File: src/rtl/router_pkg.sv
// Shared types, widths and helpers for the router packet source.
package router_pkg;

    localparam int unsigned ADDR_W = 2;
    localparam int unsigned LEN_W  = 6;
    localparam int unsigned BYTE_W = 8;

    localparam logic [ADDR_W-1:0] ILLEGAL_ADDR = 2'b11;

    typedef enum logic [1:0] {
        ST_IDLE    = 2'd0,
        ST_HEADER  = 2'd1,
        ST_PAYLOAD = 2'd2,
        ST_PARITY  = 2'd3
    } tx_state_t;

    // Router header byte: length in the upper six bits, destination in the lower two.
    function automatic logic [BYTE_W-1:0] build_header(input logic [ADDR_W-1:0] addr,
                                                       input logic [LEN_W-1:0]  len);
        return {len, addr};
    endfunction

endpackage

File: src/rtl/router_tx_fifo.sv
// Byte FIFO with first-word-fall-through read data; pointers and count clear on reset.
module router_tx_fifo
    import router_pkg::*;
#(
    parameter int unsigned DEPTH = 64
) (
    input  logic                      clock,
    input  logic                      resetn,
    input  logic                      push,
    input  logic                      pop,
    input  logic [BYTE_W-1:0]         wr_data,
    output logic [BYTE_W-1:0]         rd_data_c,
    output logic [$clog2(DEPTH):0]    count,
    output logic                      full,
    output logic                      empty
);

    localparam int unsigned AW = $clog2(DEPTH);
    localparam int unsigned CW = AW + 1;

    logic [BYTE_W-1:0] mem [DEPTH];
    logic [AW-1:0]     wr_ptr;
    logic [AW-1:0]     rd_ptr;
    logic              push_ok;
    logic              pop_ok;
    logic [CW-1:0]     count_nxt;

    // A push while full is dropped even if a pop happens on the same edge.
    assign push_ok   = push && !full;
    assign pop_ok    = pop && !empty;
    assign rd_data_c = mem[rd_ptr];

    always_comb begin
        count_nxt = count;
        if (push_ok && !pop_ok) begin
            count_nxt = count + CW'(1);
        end else if (pop_ok && !push_ok) begin
            count_nxt = count - CW'(1);
        end
    end

    always_ff @(posedge clock or negedge resetn) begin
        if (!resetn) begin
            wr_ptr <= '0;
            rd_ptr <= '0;
            count  <= '0;
            full   <= 1'b0;
            empty  <= 1'b1;
        end else begin
            if (push_ok) wr_ptr <= wr_ptr + AW'(1);
            if (pop_ok)  rd_ptr <= rd_ptr + AW'(1);
            count <= count_nxt;
            full  <= (count_nxt == CW'(DEPTH));
            empty <= (count_nxt == '0);
        end
    end

    // Storage has no reset; validity is tracked by the pointers and count.
    always_ff @(posedge clock) begin
        if (push_ok) mem[wr_ptr] <= wr_data;
    end

endmodule

File: src/rtl/router_pkt_tx.sv
// Router input-port packet source: header, buffered payload, then XOR parity byte.
module router_pkt_tx
    import router_pkg::*;
#(
    parameter int unsigned DEPTH = 64
) (
    input  logic                      clock,
    input  logic                      resetn,
    input  logic                      wr_en,
    input  logic [BYTE_W-1:0]         wr_data,
    output logic                      fifo_full,
    output logic [$clog2(DEPTH):0]    fifo_count,
    input  logic                      start,
    input  logic [ADDR_W-1:0]         dest_addr,
    input  logic [LEN_W-1:0]          payload_len,
    output logic                      tx_ready,
    output logic                      req_err,
    input  logic                      busy,
    output logic [BYTE_W-1:0]         data_out,
    output logic                      pkt_valid,
    output logic                      done
);

    localparam int unsigned CW = $clog2(DEPTH) + 1;

    tx_state_t         state;
    tx_state_t         state_nxt;
    logic [BYTE_W-1:0] data_nxt;
    logic              pkt_valid_nxt;
    logic              req_err_nxt;
    logic              done_nxt;
    logic [BYTE_W-1:0] parity_acc;
    logic [BYTE_W-1:0] parity_nxt;
    logic [LEN_W-1:0]  remaining;
    logic [LEN_W-1:0]  remaining_nxt;
    logic              pop_c;
    logic              accept_c;
    logic              fifo_empty;
    logic [BYTE_W-1:0] fifo_rd_c;

    router_tx_fifo #(
        .DEPTH (DEPTH)
    ) u_fifo (
        .clock     (clock),
        .resetn    (resetn),
        .push      (wr_en),
        .pop       (pop_c),
        .wr_data   (wr_data),
        .rd_data_c (fifo_rd_c),
        .count     (fifo_count),
        .full      (fifo_full),
        .empty     (fifo_empty)
    );

    // Requiring the whole payload up front guarantees no gaps once the packet starts.
    assign accept_c = start
                   && (dest_addr != ILLEGAL_ADDR)
                   && (payload_len != '0)
                   && (fifo_count >= CW'(payload_len));

    always_comb begin
        state_nxt     = state;
        data_nxt      = data_out;
        pkt_valid_nxt = pkt_valid;
        req_err_nxt   = 1'b0;
        done_nxt      = 1'b0;
        parity_nxt    = parity_acc;
        remaining_nxt = remaining;
        pop_c         = 1'b0;

        unique case (state)
            ST_IDLE: begin
                pkt_valid_nxt = 1'b0;
                if (start) begin
                    if (accept_c) begin
                        data_nxt      = build_header(dest_addr, payload_len);
                        parity_nxt    = build_header(dest_addr, payload_len);
                        pkt_valid_nxt = 1'b1;
                        remaining_nxt = payload_len;
                        state_nxt     = ST_HEADER;
                    end else begin
                        req_err_nxt = 1'b1;
                    end
                end
            end
            ST_HEADER, ST_PAYLOAD: begin
                if (!busy) begin
                    if (remaining != '0 && !fifo_empty) begin
                        pop_c         = 1'b1;
                        data_nxt      = fifo_rd_c;
                        parity_nxt    = parity_acc ^ fifo_rd_c;
                        remaining_nxt = remaining - LEN_W'(1);
                        state_nxt     = ST_PAYLOAD;
                    end else begin
                        data_nxt      = parity_acc;
                        pkt_valid_nxt = 1'b0;
                        state_nxt     = ST_PARITY;
                    end
                end
            end
            ST_PARITY: begin
                if (!busy) begin
                    done_nxt  = 1'b1;
                    state_nxt = ST_IDLE;
                end
            end
            default: begin
                state_nxt     = ST_IDLE;
                pkt_valid_nxt = 1'b0;
            end
        endcase
    end

    always_ff @(posedge clock or negedge resetn) begin
        if (!resetn) begin
            state      <= ST_IDLE;
            data_out   <= '0;
            pkt_valid  <= 1'b0;
            req_err    <= 1'b0;
            done       <= 1'b0;
            tx_ready   <= 1'b1;
            parity_acc <= '0;
            remaining  <= '0;
        end else begin
            state      <= state_nxt;
            data_out   <= data_nxt;
            pkt_valid  <= pkt_valid_nxt;
            req_err    <= req_err_nxt;
            done       <= done_nxt;
            tx_ready   <= (state_nxt == ST_IDLE);
            parity_acc <= parity_nxt;
            remaining  <= remaining_nxt;
        end
    end

endmodule

File: config.mk
export PLATFORM = sky130hd
export DESIGN_NAME = router_pkt_tx
export DESIGN_NICKNAME = d
export VERILOG_FILES = /design/src/rtl/router_pkg.sv /design/src/rtl/router_tx_fifo.sv /design/src/rtl/router_pkt_tx.sv
export SDC_FILE = /design/constraint.sdc
export NUM_CORES = 1
export LEC_CHECK = 0
export BUFFER_PORTS_ARGS = -buffer_cell sky130_fd_sc_hd__buf_2
export CAP_MARGIN = 0
export CORE_MARGIN = 3
export CORE_UTILIZATION = 45
export CTS_CLUSTER_SIZE = 24
export DETAILED_ROUTE_END_ITERATION = 8
export GPL_TIMING_DRIVEN = 0
export PLACE_DENSITY = 0.59
export RECOVER_POWER = 50
export SLEW_MARGIN = 20
export SYNTH_ARGS = -nofsm -noshare
export SYNTH_HDL_FRONTEND = slang
export SYNTH_HIERARCHICAL = 1
export SYNTH_SLANG_ARGS = --single-unit
File: constraint.sdc
create_clock -name clock -period 2.66 [get_ports clock]
set_input_delay 0.532 -clock clock [delete_from_list [all_inputs] [get_ports clock]]
set_output_delay 0.532 -clock clock [all_outputs]
set_load 0.1 [all_outputs]
-- After elaboration in Yosys (flattened, before gate mapping)
Memories as Yosys holds them, arrays and structs flattened.
Index checks and enable logic that the tools add are counted.
- reductions and logical operators: 22
- magnitude comparators: 1
- add/sub/neg operators: 5
- eq/ne operators: 10
- bitwise gates (word level): 1
- muxes and demuxes: 36
- operators with widths (operator ; number):
    $mux 8 ; 6
    $pmux 8 s2 ; 2
    $mux 6 ; 4
    $mux 1 ; 15
    $mux 7 ; 2
    $add 6x1->6 const B ; 2
    $ne 2x2->1 const B ; 6
    $pmux 6 s2 ; 1
    $reduce_bool 6->1 ; 2
    $logic_and 1x1->1 ; 8
    $mux 2 ; 4
    $xor 8x8->8 ; 1
    $add 7x1->7 const B ; 1
    $eq 7x7->1 const B ; 1
    $ge 7x6->1 ; 1
    $logic_not 7->1 ; 1
    $sub 7x1->7 const B ; 1
    $pmux 2 s3 ; 1
    $sub 6x1->6 const B ; 1
    $reduce_and 5->1 ; 1
    $eq 2x2->1 const B ; 2
    $logic_not 1->1 ; 4
    $logic_not 2->1 ; 2
    $reduce_and 4->1 ; 1
    other kinds (5) ; 5
- RAM bits: 512
- output and inout port bits: 20
- bits in registers: 49
- memories kept: 1
- input port bits: 21
- memories (memory ; words ; width ; read ports ; clocked after Yosys merged registers in ; wr ports ; line ; text):
    u_fifo.mem ; 64 ; 8 ; 1 ; 0 ; 1 ; router_tx_fifo.sv:21 ; logic [BYTE_W-1:0] mem [DEPTH];

-- Logic depth before layout (Yosys ltp)
- depth in word-level cells: 10
- gate-level depth with buffers: 13
- depth with buffers taken out: 9

-- By module
Netlist, hierarchy kept.
- by module, submodules not included (module ; cells an instance ; area an instance (µm²) ; instances):
    router_tx_fifo ; 1084 ; 21205.3 ; 1
    router_pkt_tx ; 216 ; 1909.3 ; 1

-- Least setup slack after synthesis
Ideal clock, no wire load.
- path kind: reg-to-reg
- start point: register u_fifo.full
- end point: memory u_fifo.mem[40][0] (enable)
- path slack: -0.260 ns
- data arrival time: 2.525 ns
- cell stages (with the launch flop): 5
- period minus slack after synthesis: 2.920 ns
- path buffers: 1
- cell sequence: dfrtp_1 > nor2b_1 > buf_2 > nand4b_1 > nor4_1
- longest elaborated chain between the ends: 4
- RTL lines (item ; line ; text):
    from (decl) ; router_tx_fifo.sv:14 ; output logic full,
    from (signal assigned) ; router_tx_fifo.sv:53 ; full <= (count_nxt == CW'(DEPTH));
    $logic_not 1->1 ; router_tx_fifo.sv:29 ; assign push_ok = push && !full;
    $logic_and 1x1->1 ; router_tx_fifo.sv:29 ;
    $mux 1 ; router_tx_fifo.sv:60 ; if (push_ok) mem[wr_ptr] <= wr_data;
    $mux 1 (not written as such) ; router_tx_fifo.sv:60 ;
    to (decl) ; router_tx_fifo.sv:21 ;
No other way between the ends.

-- Worst setup path in the final report
- start point: register u_fifo.rd_ptr[0]
- end point: register data_out[7]
- longest elaborated chain between the ends: 4
- RTL lines (item ; line ; text):
    from (decl) ; router_tx_fifo.sv:23 ; logic [AW-1:0] rd_ptr;
    from (signal assigned) ; router_tx_fifo.sv:51 ; if (pop_ok) rd_ptr <= rd_ptr + AW'(1);
    $mem_v2 64x8 ; n/a ;
    named net fifo_rd_c[7] ; router_pkt_tx.sv:39 ; logic [BYTE_W-1:0] fifo_rd_c;
    $mux 8 ; router_pkt_tx.sv:88 ; if (remaining != '0 && !fifo_empty) begin
    $mux 8 ; router_pkt_tx.sv:87 ; if (!busy) begin
    $pmux 8 s2 ; router_pkt_tx.sv:71 ; unique case (state)
    to (signal assigned) ; router_pkt_tx.sv:126 ; data_out <= data_nxt;
    to (decl) ; router_pkt_tx.sv:19 ; output logic [BYTE_W-1:0] data_out,
The timed path passes the listed nets, and every way through them passes these cells. The select of a mux whose other input is x is not followed.
A chain may end at the register's enable or synchronous reset.

==> results.sh <==
export IMPL_outcome="finished, violations left"
export IMPL_violations="capacitance limit, setup timing"
export IMPL_holdPathStages=3
export IMPL_final_cell_count_no_fill=2170
export IMPL_post_route_cells_drive_above_1_share_pct=36.11
export IMPL_clk_pin_slew_worst_paths_ps=60
export IMPL_cp_required_ps=3150
export IMPL_grt_pass1_wl_um=85380
export IMPL_nFillCells=3900
export IMPL_core_sq_um=50480
export IMPL_routed_wl_um=58770
export IMPL_synth_common_cells="512 x edfxtp_1, 94 x mux4_2, 94 x nor2_1, 88 x mux2i_1, 47 x dfrtp_1"
export IMPL_max_vdd_ir_drop_mv=0.5544
export IMPL_power_uw=32050
export IMPL_timing_rr_end="data_out[7]"
export IMPL_synthArstFlopShare_pct=8.734
export IMPL_postRouteAntennaNets=0
export IMPL_setup_slack_ps=-106.1
export IMPL_insertion_delay_ps=610
export IMPL_syn_inst=1300
export IMPL_crit_type="reg2reg"
export IMPL_crit_path_max_fanout=6
export IMPL_diodes=0
export IMPL_slew_violations=0
export IMPL_r2r_cells=10
export IMPL_dp_cells=2012
export IMPL_grt_pass1_vias=12690
export IMPL_die_area_sq_um=54120
export IMPL_antenna_found_initial=0
export IMPL_cellPowerDensity_nw_per_um2=1145
export IMPL_hpwl_um=36410
export IMPL_die_w_um=232.6
export IMPL_drt_vias_per_instance=5.928
export IMPL_power_leakage_uw=0.009248
export IMPL_rsz0062_at_grt="true"
export IMPL_final_hold_violation_count=0
export IMPL_worst_clock_skew_ps=26.63
export IMPL_maxSlewHeadroom_pct=0.6116
export IMPL_rrSetupSlack_ps=-110
export IMPL_tightest_slew_ps=1491
export IMPL_grt_max_degree=65
export IMPL_whs_ps=183.2
export IMPL_yosysMostFrequentCell="edfxtp_1"
export IMPL_fin_nets=1490
export IMPL_syn_to_final_growth_pct=21.12
export IMPL_synthTopCellsByArea="edfxtp_1 67%, mux4_2 9.2%, dfrtp_1 5.1%, mux2i_1 3.8%, nor2_1 1.5%"
export IMPL_drv_cap=1
export IMPL_clock_sinks=561
export IMPL_port_buffers=39
export IMPL_grtUsageTotal_pct=21.79
export IMPL_ys_types=72
export IMPL_setup_viol=41
export IMPL_hold_path_class="in2reg"
export IMPL_avgSynthCellArea_sq_um=17.78
export IMPL_syn_nets=1336
export IMPL_crit_path_end_kind="register"
export IMPL_start_util_pct=45.79
export IMPL_ys_ff_latch=561
export IMPL_cts_root_buf="clkbuf_16"
export IMPL_timing_rr_start="u_fifo/rd_ptr[0]"
export IMPL_synth_cell_area_sq_um=23110
export IMPL_drc_errors=0
export IMPL_cts_buffers=58
export IMPL_cts_tree="built"
export IMPL_cp_start_kind="register"
export IMPL_synth_top_area_cell="edfxtp_1"
export IMPL_fmax_ghz=0.3615
export IMPL_drtIter0Drc=1101
export IMPL_ys_seq_area_share_pct=71.83
export IMPL_yosys_area_top_type_share_pct=66.52
export IMPL_place_gp_congestion=0.8516
export IMPL_wl_per_cell_um=27.08
export IMPL_overflow=0
export IMPL_yosys_warnings=6
export IMPL_vias=12860
export IMPL_crit_path_start="u_fifo/rd_ptr[0]"
export IMPL_rows=82
export IMPL_htree_levels=2
export IMPL_crit_end="data_out[7]"
export IMPL_period_minus_slack_ps=2766
export IMPL_io_pins=41
export IMPL_cts_buffer_depth=3
export IMPL_synth_flop_cell="edfxtp_1"
export IMPL_synth_edff_count=512
export IMPL_cp_data_arrival_time_ps=3260
export IMPL_drtPass1Iterations=5
export IMPL_fin_crit_sh_pct=104.0
export IMPL_fp_dieH_um=232.6
state kept, by name (all words and copies together) (netlist names):
register,count
u_fifo/mem,512
data_out,8
parity_acc,8
u_fifo/count,7
remaining,6
u_fifo/rd_ptr,6
u_fifo/wr_ptr,6
state,2
done,1
pkt_valid,1
req_err,1
tx_ready,1
u_fifo/empty,1
u_fifo/full,1
power by group:
part	total, uW	switching (uW)	internal, uW
logic	13500	7870	5630
clock network	7870	3270	4600
registers	10700	391	10300
total	32100	11500	20500
critical path, cell delays in order, from the launching register on:
cell and delay (ps):
dfrtp_2 450, buf_12 160, buf_16 150, buf_16 150
mux4_2 580, a211oi_4 310, o21ai_2 120, and3_4 200
mux2i_4 160, nor3_2 60, or3_1 310
per-stage QoR:
stage               area (sq um)  utilization, %  TNS (ps)  worst slack, ps
global placement           24180           47.91   -118950           -769.8
CTS                        27130           53.75     -2554           -190.6
floorplan                  23150               -         0            2.202
finish                     28000           55.46     -2458           -106.1
detailed placement         24220           47.97   -126130           -771.9
global route               28000           55.46     -6051           -172.6
worst min-delay path by stage:
stage | start | end | slack, ps
after detailed placement | data_out[0] | data_out[0] | 550
after CTS | start | req_err | 150
after global routing | start | req_err | 190
after global placement | data_out[0] | data_out[0] | 540
final | start | req_err | 180
after floorplan | resetn | data_out[0] | 240
final cells by class:
cell class	instances	area [sq um]	share of cell area (%)
timing repair buffer	102	833.3	2.977
multi-input combinational	639	7106	25.38
inverter	21	78.83	0.2816
clock inverter	37	330.3	1.180
sequential	561	16610	59.33
clock buffer	67	1506	5.381
tap	672	840.8	3.003
buffer	71	690.7	2.467
routing by layer:
layer	vias up	track usage (%)	part of all wire, %
met5	-	0	0
met4	0	8.160	2.7
met3	96	4.138	5.7
met2	421	34.85	49
met1	6778	29.92	42
li1	5569	-	-
cell usage in the layout (no fill, tap or decap), types with 9 or more instances in the layout:
cell / instances
a211oi_1: 18
a211oi_2: 15
a21oi_1: 13
a22oi_1: 9
buf_12: 12
buf_2: 38
buf_4: 54
buf_6: 17
clkbuf_1: 23
clkbuf_16: 60
clkbuf_2: 13
clkinv_1: 15
clkinv_2: 12
dfrtp_1: 42
edfxtp_1: 512
ha_1: 13
inv_1: 18
mux2i_1: 66
mux2i_2: 14
mux4_2: 94
nand2_1: 32
nand3_1: 15
nor2_1: 35
nor2_2: 21
nor2_4: 39
nor3_1: 11
o21ai_0: 15
o21ai_2: 11
o22ai_1: 12
o22ai_2: 10
or2_2: 9
xnor2_1: 11
cells by family (layout without fill, tap and decap cells):
logic type,after synthesis,count (layout),synth area share (%)
xor+xnor,14,14,0.5305
flops,561,561,71.83
compound gates,189,189,6.122
buf+inv,100,298,2.452
mux,184,184,13.07
fa+ha+maj,15,15,0.8120
simple gates,237,237,5.186
repair_timing:
action,in CTS,in global routing
buffers inserted,33,24
pin swaps,29,42
cloned,4,1
hold buffers,1,0
endpoints found under the hold margin,47,0
endpoints found under the setup margin,392,419
resized for setup,188,170
Power figures use the tool's default switching activity.
